**src/rtl/sseg_capture_pkg.sv**
```systemverilog
// Shared constants for the seven-segment display capture block: digit count,
// segment bit positions and the active-high segment pattern of each hex digit.
package sseg_capture_pkg;

    localparam int unsigned NUM_DIGITS = 4;

    typedef enum int unsigned {
        SEG_A  = 0,
        SEG_B  = 1,
        SEG_C  = 2,
        SEG_D  = 3,
        SEG_E  = 4,
        SEG_F  = 5,
        SEG_G  = 6,
        SEG_DP = 7
    } seg_idx_e;

    // Lit segments {g,f,e,d,c,b,a} for digits 0..F; entry i decodes to nibble i
    localparam logic [15:0][6:0] SEG_TABLE = {
        7'h71,  // F  aefg
        7'h79,  // E  adefg
        7'h5E,  // d  bcdeg
        7'h39,  // C  adef
        7'h7C,  // b  cdefg
        7'h77,  // A  abcefg
        7'h6F,  // 9  abcdfg
        7'h7F,  // 8  abcdefg
        7'h07,  // 7  abc
        7'h7D,  // 6  acdefg
        7'h6D,  // 5  acdfg
        7'h66,  // 4  bcfg
        7'h4F,  // 3  abcdg
        7'h5B,  // 2  abdeg
        7'h06,  // 1  bc
        7'h3F   // 0  abcdef
    };

endpackage

```
**src/rtl/sseg_pattern_decode.sv**
```systemverilog
// Combinational lookup from a lit-segment set to a hex nibble; any pattern not
// in the table (including all-off) yields nibble 0 with err set.
module sseg_pattern_decode
    import sseg_capture_pkg::*;
(
    input  logic [6:0] seg,
    output logic [3:0] nibble,
    output logic       err
);

    always_comb begin
        nibble = 4'h0;
        err    = 1'b1;
        for (int i = 0; i < 16; i++) begin
            if (seg == SEG_TABLE[i]) begin
                nibble = 4'(i);
                err    = 1'b0;
            end
        end
    end

endmodule

```
**src/rtl/sseg_capture.sv**
```systemverilog
// Recovers the four displayed hex digits from a multiplexed common-anode drive.
// Define SSEG_CAPTURE_DP_EN to also capture the decimal points into dp_out.
module sseg_capture
    import sseg_capture_pkg::*;
#(
    parameter int unsigned STABLE_CYCLES = 4
) (
    input  logic        clk,
    input  logic        reset,
    input  logic [3:0]  an,
    input  logic [7:0]  sseg,
    output logic [15:0] value,
    output logic [3:0]  dp_out,
    output logic [3:0]  digit_err,
    output logic        frame_valid
);

    localparam int unsigned CNT_W = 8;
    localparam logic [CNT_W-1:0] CNT_MAX = CNT_W'(STABLE_CYCLES);

    logic [3:0]       an_q, an_p;
    logic [7:0]       sseg_cmp, sseg_q, sseg_p;
    logic [CNT_W-1:0] cnt, cnt_next;
    logic             selecting, capture, publish;
    logic [1:0]       sel_idx;
    logic [3:0]       cap_mask, seen, shadow_err;
    logic [15:0]      shadow_val;
    logic [6:0]       seg_on;
    logic [3:0]       nibble;
    logic             err;

`ifdef SSEG_CAPTURE_DP_EN
    assign sseg_cmp = sseg;
`else
    // Decimal point is forced off so it never disturbs the stability compare
    logic unused_dp;
    assign unused_dp = sseg[SEG_DP];
    assign sseg_cmp  = {1'b1, sseg[6:0]};
`endif

    // Exactly one low anode selects a digit; anything else is blanking
    always_comb begin
        selecting = 1'b1;
        sel_idx   = 2'd0;
        case (an_q)
            4'b1110: sel_idx = 2'd0;
            4'b1101: sel_idx = 2'd1;
            4'b1011: sel_idx = 2'd2;
            4'b0111: sel_idx = 2'd3;
            default: selecting = 1'b0;
        endcase
    end

    always_comb begin
        cnt_next = cnt;
        if (!selecting)
            cnt_next = '0;
        else if ({an_q, sseg_q} != {an_p, sseg_p})
            cnt_next = CNT_W'(1);
        else if (cnt < CNT_MAX)
            cnt_next = cnt + CNT_W'(1);
        capture  = selecting && (cnt_next == CNT_MAX) && (cnt != CNT_MAX);
        cap_mask = capture ? (4'b0001 << sel_idx) : 4'b0000;
        publish  = (seen == 4'b1111);
    end

    assign seg_on = ~sseg_q[6:0];

    sseg_pattern_decode u_decode (
        .seg    (seg_on),
        .nibble (nibble),
        .err    (err)
    );

    always_ff @(posedge clk or posedge reset) begin
        if (reset) begin
            an_q        <= 4'b1111;
            sseg_q      <= '0;
            an_p        <= 4'b1111;
            sseg_p      <= '0;
            cnt         <= '0;
            shadow_val  <= '0;
            shadow_err  <= '0;
            seen        <= '0;
            value       <= '0;
            digit_err   <= '0;
            frame_valid <= 1'b0;
        end else begin
            an_q        <= an;
            sseg_q      <= sseg_cmp;
            an_p        <= an_q;
            sseg_p      <= sseg_q;
            cnt         <= cnt_next;
            frame_valid <= publish;
            // A capture landing on the publish edge starts the next frame
            seen        <= (publish ? 4'b0000 : seen) | cap_mask;
            if (publish) begin
                value     <= shadow_val;
                digit_err <= shadow_err;
            end
            for (int unsigned i = 0; i < NUM_DIGITS; i++) begin
                if (cap_mask[i]) begin
                    shadow_val[4*i +: 4] <= nibble;
                    shadow_err[i]        <= err;
                end
            end
        end
    end

`ifdef SSEG_CAPTURE_DP_EN
    logic [3:0] shadow_dp;

    always_ff @(posedge clk or posedge reset) begin
        if (reset) begin
            shadow_dp <= '0;
            dp_out    <= '0;
        end else begin
            if (publish)
                dp_out <= shadow_dp;
            for (int unsigned i = 0; i < NUM_DIGITS; i++) begin
                if (cap_mask[i])
                    shadow_dp[i] <= ~sseg_q[SEG_DP];
            end
        end
    end
`else
    assign dp_out = 4'b0000;
`endif

endmodule

```
**config.mk**
```make
export PLATFORM = sky130hd
export DESIGN_NAME = sseg_capture
export DESIGN_NICKNAME = d
export VERILOG_FILES = /design/src/rtl/sseg_capture_pkg.sv /design/src/rtl/sseg_pattern_decode.sv /design/src/rtl/sseg_capture.sv
export SDC_FILE = /design/constraint.sdc
export NUM_CORES = 1
export LEC_CHECK = 0
export ABC_AREA = 1
export CORE_ASPECT_RATIO = 1.2
export CORE_MARGIN = 8
export CORE_UTILIZATION = 43
export DETAILED_ROUTE_END_ITERATION = 8
export GPL_TIMING_DRIVEN = 0
export PLACE_DENSITY_LB_ADDON = 0.3
export SETUP_SLACK_MARGIN = 0.4
export SLEW_MARGIN = 20
export SYNTH_ARGS = -nofsm -noshare
export SYNTH_HDL_FRONTEND = slang
export SYNTH_SLANG_ARGS = --single-unit
```
**constraint.sdc**
```tcl
create_clock -name clk -period 2.4 [get_ports clk]
set_input_delay 0.48 -clock clk [delete_from_list [all_inputs] [get_ports clk]]
set_output_delay 0.48 -clock clk [all_outputs]
set_load 0.02 [all_outputs]
```
==> results of run 1 <==
[metal layers]
metal	track usage, %	vias to the layer above
li1	-	1199
met1	15.4	1104
met2	20.0	60
met3	4.34	11
met4	5.34	0
met5	0	-
[worst paths after layout]
path / startpoint / end / slack [ns] / cells after the start
worst max-delay path: an_q[0]$_DFF_PP1_ / shadow_err[0]$_DFFE_PP0P_ / 0.48 / 13
worst min-delay path: an_q[1]$_DFF_PP1_ / an_p[1]$_DFF_PP1_ / 0.39 / 0
worst max register to register: an_q[0]$_DFF_PP1_ / shadow_err[0]$_DFFE_PP0P_ / 0.48 / 13
worst min register to register: an_q[1]$_DFF_PP1_ / an_p[1]$_DFF_PP1_ / 0.39 / 0
max in group asynchronous: reset / an_q[2]$_DFF_PP1_ / 1.48 / 3
min in group asynchronous: reset / cnt[4]$_DFF_PP0_ / 0.43 / 2
[placed cells by master, fill, tap and decap left out, types with 2 or more instances in the layout]
master	Yosys	routed
sky130_fd_sc_hd__o21ai_1	12	12
sky130_fd_sc_hd__dfstp_2	8	8
sky130_fd_sc_hd__nor2_4	2	2
sky130_fd_sc_hd__nor2_1	31	30
sky130_fd_sc_hd__inv_1	53	52
sky130_fd_sc_hd__nand4_1	16	16
sky130_fd_sc_hd__buf_4	4	5
sky130_fd_sc_hd__mux2_2	16	16
sky130_fd_sc_hd__nor3_1	2	2
sky130_fd_sc_hd__dfrtp_1	69	69
sky130_fd_sc_hd__a21oi_1	4	4
sky130_fd_sc_hd__inv_2	3	3
sky130_fd_sc_hd__nor2_2	1	2
sky130_fd_sc_hd__clkbuf_8	0	9
sky130_fd_sc_hd__clkbuf_1	3	3
sky130_fd_sc_hd__nand2_1	73	73
sky130_fd_sc_hd__inv_6	0	4
sky130_fd_sc_hd__nand3_1	17	17
sky130_fd_sc_hd__ha_1	2	2
sky130_fd_sc_hd__clkdlybuf4s50_1	0	33
sky130_fd_sc_hd__o21ai_0	5	5
sky130_fd_sc_hd__o211ai_1	2	2
sky130_fd_sc_hd__buf_12	0	4
sky130_fd_sc_hd__nand3_2	4	2
sky130_fd_sc_hd__or2_2	2	2
sky130_fd_sc_hd__xnor2_1	4	4
sky130_fd_sc_hd__nand3_4	1	5
sky130_fd_sc_hd__clkinvlp_4	0	3
sky130_fd_sc_hd__conb_1	2	5
[sequential cells by signal (all words and copies together) (netlist names)]
| register | cells |
|---|---|
| an_p | 4 |
| an_q | 4 |
| seen | 4 |
| digit_err | 4 |
| cnt | 8 |
| sseg_p | 8 |
| value | 16 |
| frame_valid | 1 |
| shadow_err | 4 |
| shadow_val | 16 |
| sseg_q | 8 |
[kinds of logic after synthesis]
kind of cell,Yosys count
buffers and inverters,64
other,2
DFF,77
AOI/OAI and AO/OA,26
xor gates and xnor gates,4
and+or+nand+nor,153
muxes,16
adders and majority gates,2
[worst reg2reg max path, stage by stage, from the launching register on]
cell	delay (ns)
sky130_fd_sc_hd__dfstp_2	0.57
sky130_fd_sc_hd__inv_1	0.06
sky130_fd_sc_hd__nand2_1	0.05
sky130_fd_sc_hd__nand2_1	0.04
sky130_fd_sc_hd__nor2_1	0.11
sky130_fd_sc_hd__nand2_1	0.10
sky130_fd_sc_hd__nor2_4	0.14
sky130_fd_sc_hd__nand4_1	0.15
sky130_fd_sc_hd__nor2_4	0.14
sky130_fd_sc_hd__buf_12	0.15
sky130_fd_sc_hd__nand3_2	0.16
sky130_fd_sc_hd__nand2_1	0.11
sky130_fd_sc_hd__nand2_1	0.05
sky130_fd_sc_hd__inv_1	0.04
[power groups by stage]
stage / Sequential, mW / Combinational [mW] / Clock (mW)
2_1_floorplan: 1.36 / 0.0948 / 0
3_3_place_gp: 1.37 / 0.131 / 0
3_5_place_dp: 1.37 / 0.143 / 0
4_1_cts: 1.34 / 0.145 / 0.924
5_1_grt: 1.35 / 0.163 / 0.982
6_report: 1.34 / 0.143 / 0.893
[stage by stage]
step                      total power [mW]  util [%]  instance area (sq um)  std cells
after floorplan                       1.46         -                   3330        347
after global placement                1.50      49.8                   3770        472
after detailed placement              1.51      50.4                   3810        474
after CTS                             2.41      54.0                   4090        495
after global routing                  2.49      54.1                   4100        495
final                                 2.38      54.1                   4100        495
[cell type report]
type / count / area share [%]
flip-flops and latches: 77 / 47.3
multi-input cells: 208 / 28.9
repair buffers: 38 / 10.2
inverters: 56 / 5.22
clock buffers: 9 / 3.02
well taps: 92 / 2.81
clock inverters: 7 / 1.34
plain buffers: 8 / 1.28
[what timing repair did]
item | in CTS | in global routing
pin swaps | 3 | 1
buffers inserted | 3 | 0
gates resized for setup | 4 | 2
gates cloned | 2 | 0
endpoints found under the setup margin | 24 | 24
==> impl_metrics.yaml, run 1 <==
setup_path:
  crit_arrival_ns: 2.22
  crit_buf_inv: 3
  critical-path-max-stage-delay_ns: 0.57
  timing_worst_setup_path_type: "reg -> reg"
  crit_required_ns: 2.70
  critical_path.cell_chain: "inv_1 -> nand2_1 -> nand2_1 -> nor2_1 -> nand2_1 -> nor2_4 -> nand4_1 -> nor2_4 -> buf_12 -> nand3_2 -> nand2_1 -> nand2_1 -> inv_1"
  family_with_the_most_delay_on_the_worst_path: "simple AND/OR/NAND/NOR gates"
  timing.critical_path.mode_cell: "sky130_fd_sc_hd__nand2_1"
  cp_max_fo: 10
  cpMaxStageDelayCell: "sky130_fd_sc_hd__dfstp_2"
  worst_setup_path_start_kind: "flip-flop"
  setup.worst_path.end_class: "flip-flop"
global_routing:
  grt_pass1_vias: 2384
  grt_first_pass_wirelength_mm: 10.9
  gr-usage-all-layers_pct: 12.8
  overflow: 0
  maximum_number_of_pins_on_one_net_before_global_route_repair: 36
  antenna_found_initial: 0
die:
  io-pin-count: 39
  floorplan.die.height_microns: 112
  floorplan.die_area_sq_um: 10800
  die-width_microns: 96.1
  start_util_pct: 43.7
  core-area_sq_um: 7580
  placement_rows: 35
cells_and_area:
  storage_element_area_sq_um: 1940
  antenna-diode-count: 0
  multi_input_logic_area_sq_um: 1180
  final_layout_size_suffix_gt1_share_pct: 17.1
  areaGrowthSynthToFinish_pct: 23.7
  fillcell_total: 673
  nets_finish: 414
sta:
  worst-slew-pin-transition_ns: 0.574
  clock-skew-final_ns: 0.0115
  period_share_pct: 80.1
  report.final.setup_viol: 0
  slew_violations: 0
  setup_tns_ns: 0
  final-hold-violation-count: 0
  pnr_worst_setup_slack_ns: 0.478
  max_freq_ghz: 0.520
  final.hold.worst_slack_ns: 0.393
  layout_min_cycle_time_ns: 1.92
  max_slew_margin_pct: 61.7
  unrepaired_setup_endpoints_after_global_routing: "yes"
drt:
  wl_met3_microns: 406
  drt-pass1-iter-count: 4
  route.layer.met1.wl_mm: 2.61
  remaining_drc_errors: 0
  detail-route-antenna-nets: 0
  route.detailed.wl_per_inst_microns: 12.4
  drt-vias-per-instance: 4.80
  drtIter0Drc: 103
  detailroute.via_count: 2374
  top_layer_used: "met4"
  wl_met2_mm: 2.97
  drt_wl_total_mm: 6.12
clocking:
  clock-root-buffer: "sky130_fd_sc_hd__clkbuf_8"
  cts-buffers-inserted: 9
  max-clock-path-buffers: 2
  tritoncts: "yes"
  clk_sinks: 77
  total_of_hold_buffers_inserted_after_clock_tree_synthesis: 0
  clkTransAtPathRegs_ns: 0.08
  worst_skew_pair.late_latency_ns: 0.36
  h-tree-depth: 3
synthesis:
  syn_area_per_cell_sq_um: 9.63
  synth_most_common_cell: "sky130_fd_sc_hd__nand2_1"
  postSynth.asyncResetShare_pct: 100
  ys_warn_count: 0
  synthCells: 344
  ys_ff_latch: 77
  synth-edff-count: 0
  synth_compound_area_share_pct: 4.38
  synth.area.top_cells: "sky130_fd_sc_hd__dfrtp_1 52%, sky130_fd_sc_hd__nand2_1 8.3%, sky130_fd_sc_hd__dfstp_2 6.3%"
  main_combinational_cell_family_by_area_after_synthesis: "simple AND/OR/NAND/NOR gates"
  netlist-cell-type-count: 32
  netlist_area_sq_um: 3310
  most_numerous_cell_types_in_the_synthesized_netlist: "73 x sky130_fd_sc_hd__nand2_1, 69 x sky130_fd_sc_hd__dfrtp_1, 53 x sky130_fd_sc_hd__inv_1"
  post_synth_mux_area_share_pct: 5.44
  post_synthesis_share_of_cell_area_spent_on_and_or_nand_and_nor_gates_pct: 21.8
  synth.top_cell.area_share_pct: 52.1
  yosysSeqAreaShare_pct: 58.4
  adder_and_majority_cell_fraction_of_the_synthesized_area_pct: 0.755
  synthXorXnorAreaFrac_pct: 1.06
  yosysTopAreaCell: "sky130_fd_sc_hd__dfrtp_1"
  synth_top_flop_cell: "sky130_fd_sc_hd__dfrtp_1"
power:
  sw_frac_of_total_pct: 25.7
  vdd_drop_max_mv: 0.324
  sequentialPowerShare_pct: 56.5
  cellInternalPower_mw: 1.77
  power_per_cell_area_nw_per_um2: 581
  combinationalPowerShare_pct: 6.0
  switchingPower_mw: 0.612
  clock_power_share_pct: 37.5
  static-leakage-power_nw: 2.02
placed_design:
  dp_hpwl_mm: 4.37
  replace_congestion: 0.813
  placement_stage_worst_setup_slack_ns: 0.200
  io_buffers: 33
run:
  maxCapViolCount: 0
status:
  run_status: "finished clean"
min_path:
  min_delay_worst_type: "reg -> reg"
(Power assumes the default switching activity.)
==> inputs of run 2 (changes only) <==
==> constraint.sdc (replaced) <==
create_clock -name clk -period 1.65 [get_ports clk]
set_input_delay 0.33 -clock clk [delete_from_list [all_inputs] [get_ports clk]]
set_output_delay 0.33 -clock clk [all_outputs]
set_load 0.02 [all_outputs]
==> run 2 against run 1 <==
Compared with the run above: the flow now finishes with violations (negative setup slack); die area stayed put; count of clock-buffer cells in the layout stayed put; register-to-register slack worse by 0.77 ns; sequential share of layout area is 6.1 points lower; core utilization is 8.0 points higher; global-route usage is 1.1 points higher; hold slack worse by 0.067 ns; critical path depth is 1 lower; sequential cell count stayed put; largest power group unchanged.
==> impl_metrics.yaml, run 2 (synthesis results as in run 1) <==
sta:
  worst-slew-pin-transition_ns: 0.502
  layout_min_cycle_time_ns: 1.95
  max_freq_ghz: 0.514
  pnr_worst_setup_slack_ns: -0.296
  slew_violations: 0
  final-hold-violation-count: 0
  final.hold.worst_slack_ns: 0.326
  period_share_pct: 118
  unrepaired_setup_endpoints_after_global_routing: "yes"
  clock-skew-final_ns: 0.0117
  setup_tns_ns: -6.08
  report.final.setup_viol: 24
  max_slew_margin_pct: 66.5
placed_design:
  placement.cell_area_sq_um: 3960
  io_buffers: 33
  dp_hpwl_mm: 4.52
  placement_stage_worst_setup_slack_ns: -0.518
  replace_congestion: 0.870
die:
  die-width_microns: 96.1
  io-pin-count: 39
  placement_rows: 35
  floorplan.die.height_microns: 112
  core-area_sq_um: 7580
  start_util_pct: 43.7
  floorplan.die_area_sq_um: 10800
global_routing:
  grt_first_pass_wirelength_mm: 11.7
  gr-usage-all-layers_pct: 13.8
  grt_pass1_vias: 2625
  antenna_found_initial: 0
  maximum_number_of_pins_on_one_net_before_global_route_repair: 26
  overflow: 0
cells_and_area:
  layout.cell_area.non_filler_sq_um: 4710
  antenna-diode-count: 0
  nets_finish: 457
  layout_common_cells: "71 x sky130_fd_sc_hd__nand2_1, 69 x sky130_fd_sc_hd__dfrtp_1, 44 x sky130_fd_sc_hd__inv_1"
  areaGrowthSynthToFinish_pct: 42.0
  fillcell_total: 607
  final_layout_size_suffix_gt1_share_pct: 35.4
  commonest_non_fill_non_tap_cell_in_the_layout: "sky130_fd_sc_hd__nand2_1"
  layout_top_registers: "shadow_val x16, value x16"
status:
  run_status: "finished, violations left"
  failed_checks: "negative setup slack"
clocking:
  clk_sinks: 77
  h-tree-depth: 3
  cts-buffers-inserted: 9
  clkTransAtPathRegs_ns: 0.09
  worst_skew_pair.late_latency_ns: 0.36
  total_of_hold_buffers_inserted_after_clock_tree_synthesis: 0
  max-clock-path-buffers: 2
  clock-root-buffer: "sky130_fd_sc_hd__clkbuf_8"
  tritoncts: "yes"
min_path:
  min_delay_worst_type: "in -> async"
setup_path:
  crit_arrival_ns: 2.18
  critical-path-max-stage-delay_ns: 0.57
  cp_max_fo: 10
  setup.worst_path.end_class: "flip-flop"
  worst_setup_path_start_kind: "flip-flop"
  crit_buf_inv: 2
  timing.critical_path.mode_cell: "sky130_fd_sc_hd__nand2_1"
  timing_worst_setup_path_type: "reg -> reg"
  family_with_the_most_delay_on_the_worst_path: "simple AND/OR/NAND/NOR gates"
  critical_path.cell_chain: "inv_1 -> nand2_1 -> nand2_1 -> nor2_1 -> nand2_1 -> nor2_4 -> nand3_4 -> nor3_4 -> buf_6 -> nand3_4 -> nand2_1 -> o21ai_1"
  cpMaxStageDelayCell: "sky130_fd_sc_hd__dfstp_2"
  crit_required_ns: 1.89
power:
  report.power.total_mw: 3.54
  vdd_drop_max_mv: 0.475
  static-leakage-power_nw: 2.39
  power_per_cell_area_nw_per_um2: 753
drt:
  drt-vias-per-instance: 4.82
  route.detailed.wl_per_inst_microns: 13.0
  drtIter0Drc: 112
  drt-pass1-iter-count: 4
  remaining_drc_errors: 0
  detail-route-antenna-nets: 0
  drt_wl_total_mm: 6.98
  detailroute.via_count: 2595
run:
  maxCapViolCount: 0
## run 2: cell count changes in the layout (fill, tap and decap cells not counted), sizes merged
| cell | delta |
|---|---|
| buf | +63 |
| clkdlybuf4s50 | -21 |
| inv | +2 |
| clkbuf | +1 |
| clkinv | -1 |
| clkinvlp | -1 |
## run 2: cell type report
cell class	count	area (sq um)	area share, %
buffer	8	116	2.47
clock buffer	9	124	2.63
clock inverter	7	62.6	1.33
inverter	56	214	4.55
multi-input combinational	208	1320	28.0
sequential	77	1940	41.1
tap	92	115	2.45
timing repair buffer	81	820	17.4
## run 2: layer usage
metal	wire, microns	global-route usage [%]
met1	2840	15.8
met2	3510	22.3
met3	353	3.27
met4	278	9.04
met5	0	0
## run 2: worst register-to-register path, cell delays in order, from the launching register on
cell	delay, ns
sky130_fd_sc_hd__dfstp_2	0.57
sky130_fd_sc_hd__inv_1	0.06
sky130_fd_sc_hd__nand2_1	0.05
sky130_fd_sc_hd__nand2_1	0.04
sky130_fd_sc_hd__nor2_1	0.09
sky130_fd_sc_hd__nand2_1	0.09
sky130_fd_sc_hd__nor2_4	0.14
sky130_fd_sc_hd__nand3_4	0.10
sky130_fd_sc_hd__nor3_4	0.21
sky130_fd_sc_hd__buf_6	0.18
sky130_fd_sc_hd__nand3_4	0.14
sky130_fd_sc_hd__nand2_1	0.10
sky130_fd_sc_hd__o21ai_1	0.06
## run 2: power by group
group          leakage (nW)  switching (mW)  internal [mW]  total [mW]
clock network        0.0936           0.771          0.583        1.35
logic                  1.29           0.135          0.102       0.236
registers              1.01          0.0282           1.93        1.95
total                  2.39           0.934           2.61        3.54
## run 2: through the flow
step | cells | util (%)
6_report | 538 | 62.1
3_3_place_gp | 472 | 51.2
4_1_cts | 519 | 58.3
5_1_grt | 538 | 62.1
2_1_floorplan | 347 | -
3_5_place_dp | 475 | 52.3
## run 2: path summary, 6_finish.rpt
path                                        start                        end  slack (ns)  depth (start not counted)
worst max-delay path            an_q[1]$_DFF_PP1_  shadow_val[7]$_DFFE_PP0P_       -0.30                         12
worst min-delay path                        reset           cnt[7]$_DFF_PP0_        0.33                          2
worst max register to register  an_q[1]$_DFF_PP1_  shadow_val[7]$_DFFE_PP0P_       -0.30                         12
worst min register to register  an_q[1]$_DFF_PP1_          an_p[1]$_DFF_PP1_        0.40                          0
max in group asynchronous                   reset       value[8]$_DFFE_PP0P_        0.73                          4
min in group clk                            an[1]          an_q[1]$_DFF_PP1_        0.38                          1
## run 2: timing repair
action,in CTS,in global routing
resized for setup,118,48
cloned,4,1
pin swaps,7,5
setup endpoints to repair,73,73
buffers inserted,24,18
==> inputs of run 3 (changes only) <==
--- a/config.mk
+++ b/config.mk
@@ -6,11 +6,13 @@
 export NUM_CORES = 1
 export LEC_CHECK = 0
 export ABC_AREA = 1
+export CAP_MARGIN = 20
 export CORE_ASPECT_RATIO = 1.2
 export CORE_MARGIN = 8
 export CORE_UTILIZATION = 43
 export DETAILED_ROUTE_END_ITERATION = 8
 export GPL_TIMING_DRIVEN = 0
+export MAX_ROUTING_LAYER = met4
 export PLACE_DENSITY_LB_ADDON = 0.3
 export SETUP_SLACK_MARGIN = 0.4
 export SLEW_MARGIN = 20
==> run 3 against run 2 <==
Compared with the run above: the flow still finishes with violations (negative setup slack); critical path type unchanged; maximum frequency shrank 0.85%; hold slack hardly changed; core utilization rose by 0.38 points; register-to-register slack worse by 0.02 ns; die area did not move; final cell count stayed put.
==> impl_metrics.yaml, run 3 (synthesis results as in run 1) <==
global_routing:
  antenna_found_initial: 0
  grt_pass1_vias: 2623
  gr-usage-all-layers_pct: 14.2
  maximum_number_of_pins_on_one_net_before_global_route_repair: 26
  overflow: 0
  grt_first_pass_wirelength_mm: 11.7
sta:
  slew_violations: 0
  period_share_pct: 119
  worst-slew-pin-transition_ns: 0.537
  final-hold-violation-count: 0
  clock-skew-final_ns: 0.0120
  final.hold.worst_slack_ns: 0.326
  report.final.setup_viol: 24
  layout_min_cycle_time_ns: 1.96
  unrepaired_setup_endpoints_after_global_routing: "yes"
  pnr_worst_setup_slack_ns: -0.312
  max_freq_ghz: 0.510
  setup_tns_ns: -6.20
  max_slew_margin_pct: 64.1
power:
  sequentialPowerShare_pct: 55.0
  switchingPower_mw: 0.941
  vdd_drop_max_mv: 0.478
  power_per_cell_area_nw_per_um2: 750
  sw_frac_of_total_pct: 26.5
  cellInternalPower_mw: 2.61
  static-leakage-power_nw: 2.40
  clock_power_share_pct: 38.3
  combinationalPowerShare_pct: 6.7
drt:
  wl_met2_mm: 3.58
  wl_met3_microns: 345
  drt_wl_total_mm: 7.06
  drt-vias-per-instance: 4.80
  top_layer_used: "met4"
  route.detailed.wl_per_inst_microns: 13.1
  route.layer.met1.wl_mm: 2.89
  detailroute.via_count: 2585
  drtIter0Drc: 125
  detail-route-antenna-nets: 0
  drt-pass1-iter-count: 5
  remaining_drc_errors: 0
placed_design:
  placed_cells: 475
  dp_hpwl_mm: 4.52
  replace_congestion: 0.884
  io_buffers: 33
cells_and_area:
  post-route-util_pct: 62.5
  multi_input_logic_area_sq_um: 1340
  nets_finish: 457
  storage_element_area_sq_um: 1940
  layout_common_cells: "69 x sky130_fd_sc_hd__dfrtp_1, 67 x sky130_fd_sc_hd__nand2_1, 43 x sky130_fd_sc_hd__inv_1"
  final_layout_size_suffix_gt1_share_pct: 37.0
  fillcell_total: 602
  antenna-diode-count: 0
  final_cell_count_no_fill: 538
  layout_top_registers: "shadow_val x16, value x16"
  areaGrowthSynthToFinish_pct: 42.9
  commonest_non_fill_non_tap_cell_in_the_layout: "sky130_fd_sc_hd__dfrtp_1"
setup_path:
  crit_required_ns: 1.89
  timing_worst_setup_path_type: "reg -> reg"
  worst_setup_path_start_kind: "flip-flop"
  setup.worst_path.end_class: "flip-flop"
  cpMaxStageDelayCell: "sky130_fd_sc_hd__dfstp_2"
  critical-path-max-stage-delay_ns: 0.57
  cp_max_fo: 10
  critical_path.cell_chain: "inv_1 -> nand2_1 -> nand2_1 -> nor2_1 -> nand2_1 -> nor2_4 -> nand3_4 -> nor3_4 -> buf_6 -> nand3_4 -> nand2_1 -> o21ai_1"
  crit_arrival_ns: 2.21
  timing.critical_path.mode_cell: "sky130_fd_sc_hd__nand2_1"
run:
  maxCapViolCount: 0
die:
  start_util_pct: 43.7
  floorplan.die.height_microns: 112
  die-width_microns: 96.1
  floorplan.die_area_sq_um: 10800
  io-pin-count: 39
  core-area_sq_um: 7580
  placement_rows: 35
clocking:
  clk_sinks: 77
  worst_skew_pair.late_latency_ns: 0.36
  max-clock-path-buffers: 2
  h-tree-depth: 3
  clkTransAtPathRegs_ns: 0.09
  total_of_hold_buffers_inserted_after_clock_tree_synthesis: 0
  clock-root-buffer: "sky130_fd_sc_hd__clkbuf_8"
  cts-buffers-inserted: 9
  tritoncts: "yes"
status:
  failed_checks: "negative setup slack"
  run_status: "finished, violations left"
min_path:
  min_delay_worst_type: "in -> async"
[run 3: cell counts in the layout (fill, tap and decap cells not counted)]
Identical to the previous run, type by type.
[run 3: path summary, 6_finish.rpt]
| kind | from | endpoint | cells past startpoint | slack (ns) |
|---|---|---|---|---|
| worst min register to register | an_q[1]$_DFF_PP1_ | an_p[1]$_DFF_PP1_ | 0 | 0.39 |
| min in group clk | an[1] | an_q[1]$_DFF_PP1_ | 1 | 0.38 |
| worst max-delay path | an_q[1]$_DFF_PP1_ | shadow_val[7]$_DFFE_PP0P_ | 12 | -0.31 |
| worst max register to register | an_q[1]$_DFF_PP1_ | shadow_val[7]$_DFFE_PP0P_ | 12 | -0.31 |
| max in group asynchronous | reset | value[8]$_DFFE_PP0P_ | 4 | 0.73 |
| worst min-delay path | reset | cnt[7]$_DFF_PP0_ | 2 | 0.33 |
[run 3: timing repair]
item | in CTS | in global routing
resized for setup | 118 | 58
buffers inserted | 24 | 18
gates cloned | 4 | 1
setup endpoints to repair | 73 | 73
pin swaps | 7 | 7
[run 3: per-stage QoR]
stage	cell area, sq um	setup WS [ns]	total power [mW]
detailed placement	3960	-0.518	2.21
CTS	4420	-0.291	3.58
global route	4740	-0.464	3.72
global placement	3880	-0.498	2.18
finish	4740	-0.312	3.55
floorplan	3430	-0.219	2.12
[run 3: worst max-delay path, delay by kind of cell (launching register included)]
family	cells	cell delay, ns
and+or+nand+nor	9	0.96
DFF	1	0.57
AOI/OAI and AO/OA	1	0.06
buffers and inverters	2	0.25
[run 3: routing by layer]
| metal | GRT usage [%] | up-vias |
|---|---|---|
| met5 | - | - |
| met4 | 8.12 | 0 |
| met3 | 4.01 | 20 |
| met2 | 22.3 | 61 |
| met1 | 15.8 | 1209 |
| li1 | - | 1295 |
[run 3: power groups by stage]
stage | Sequential (mW) | Clock [mW] | Combinational [mW]
floorplan | 1.99 | 0 | 0.138
global placement | 1.99 | 0 | 0.191
detailed placement | 1.99 | 0 | 0.219
CTS | 1.95 | 1.39 | 0.228
global route | 1.96 | 1.49 | 0.270
finish | 1.95 | 1.36 | 0.238
[run 3: layout make-up]
cell class,instances,area share (%)
inverters,56,4.52
flip-flops and latches,77,40.9
plain buffers,8,2.46
clock buffers,9,2.62
repair buffers,81,17.4
well taps,92,2.43
multi-input cells,208,28.4
clock inverters,7,1.32
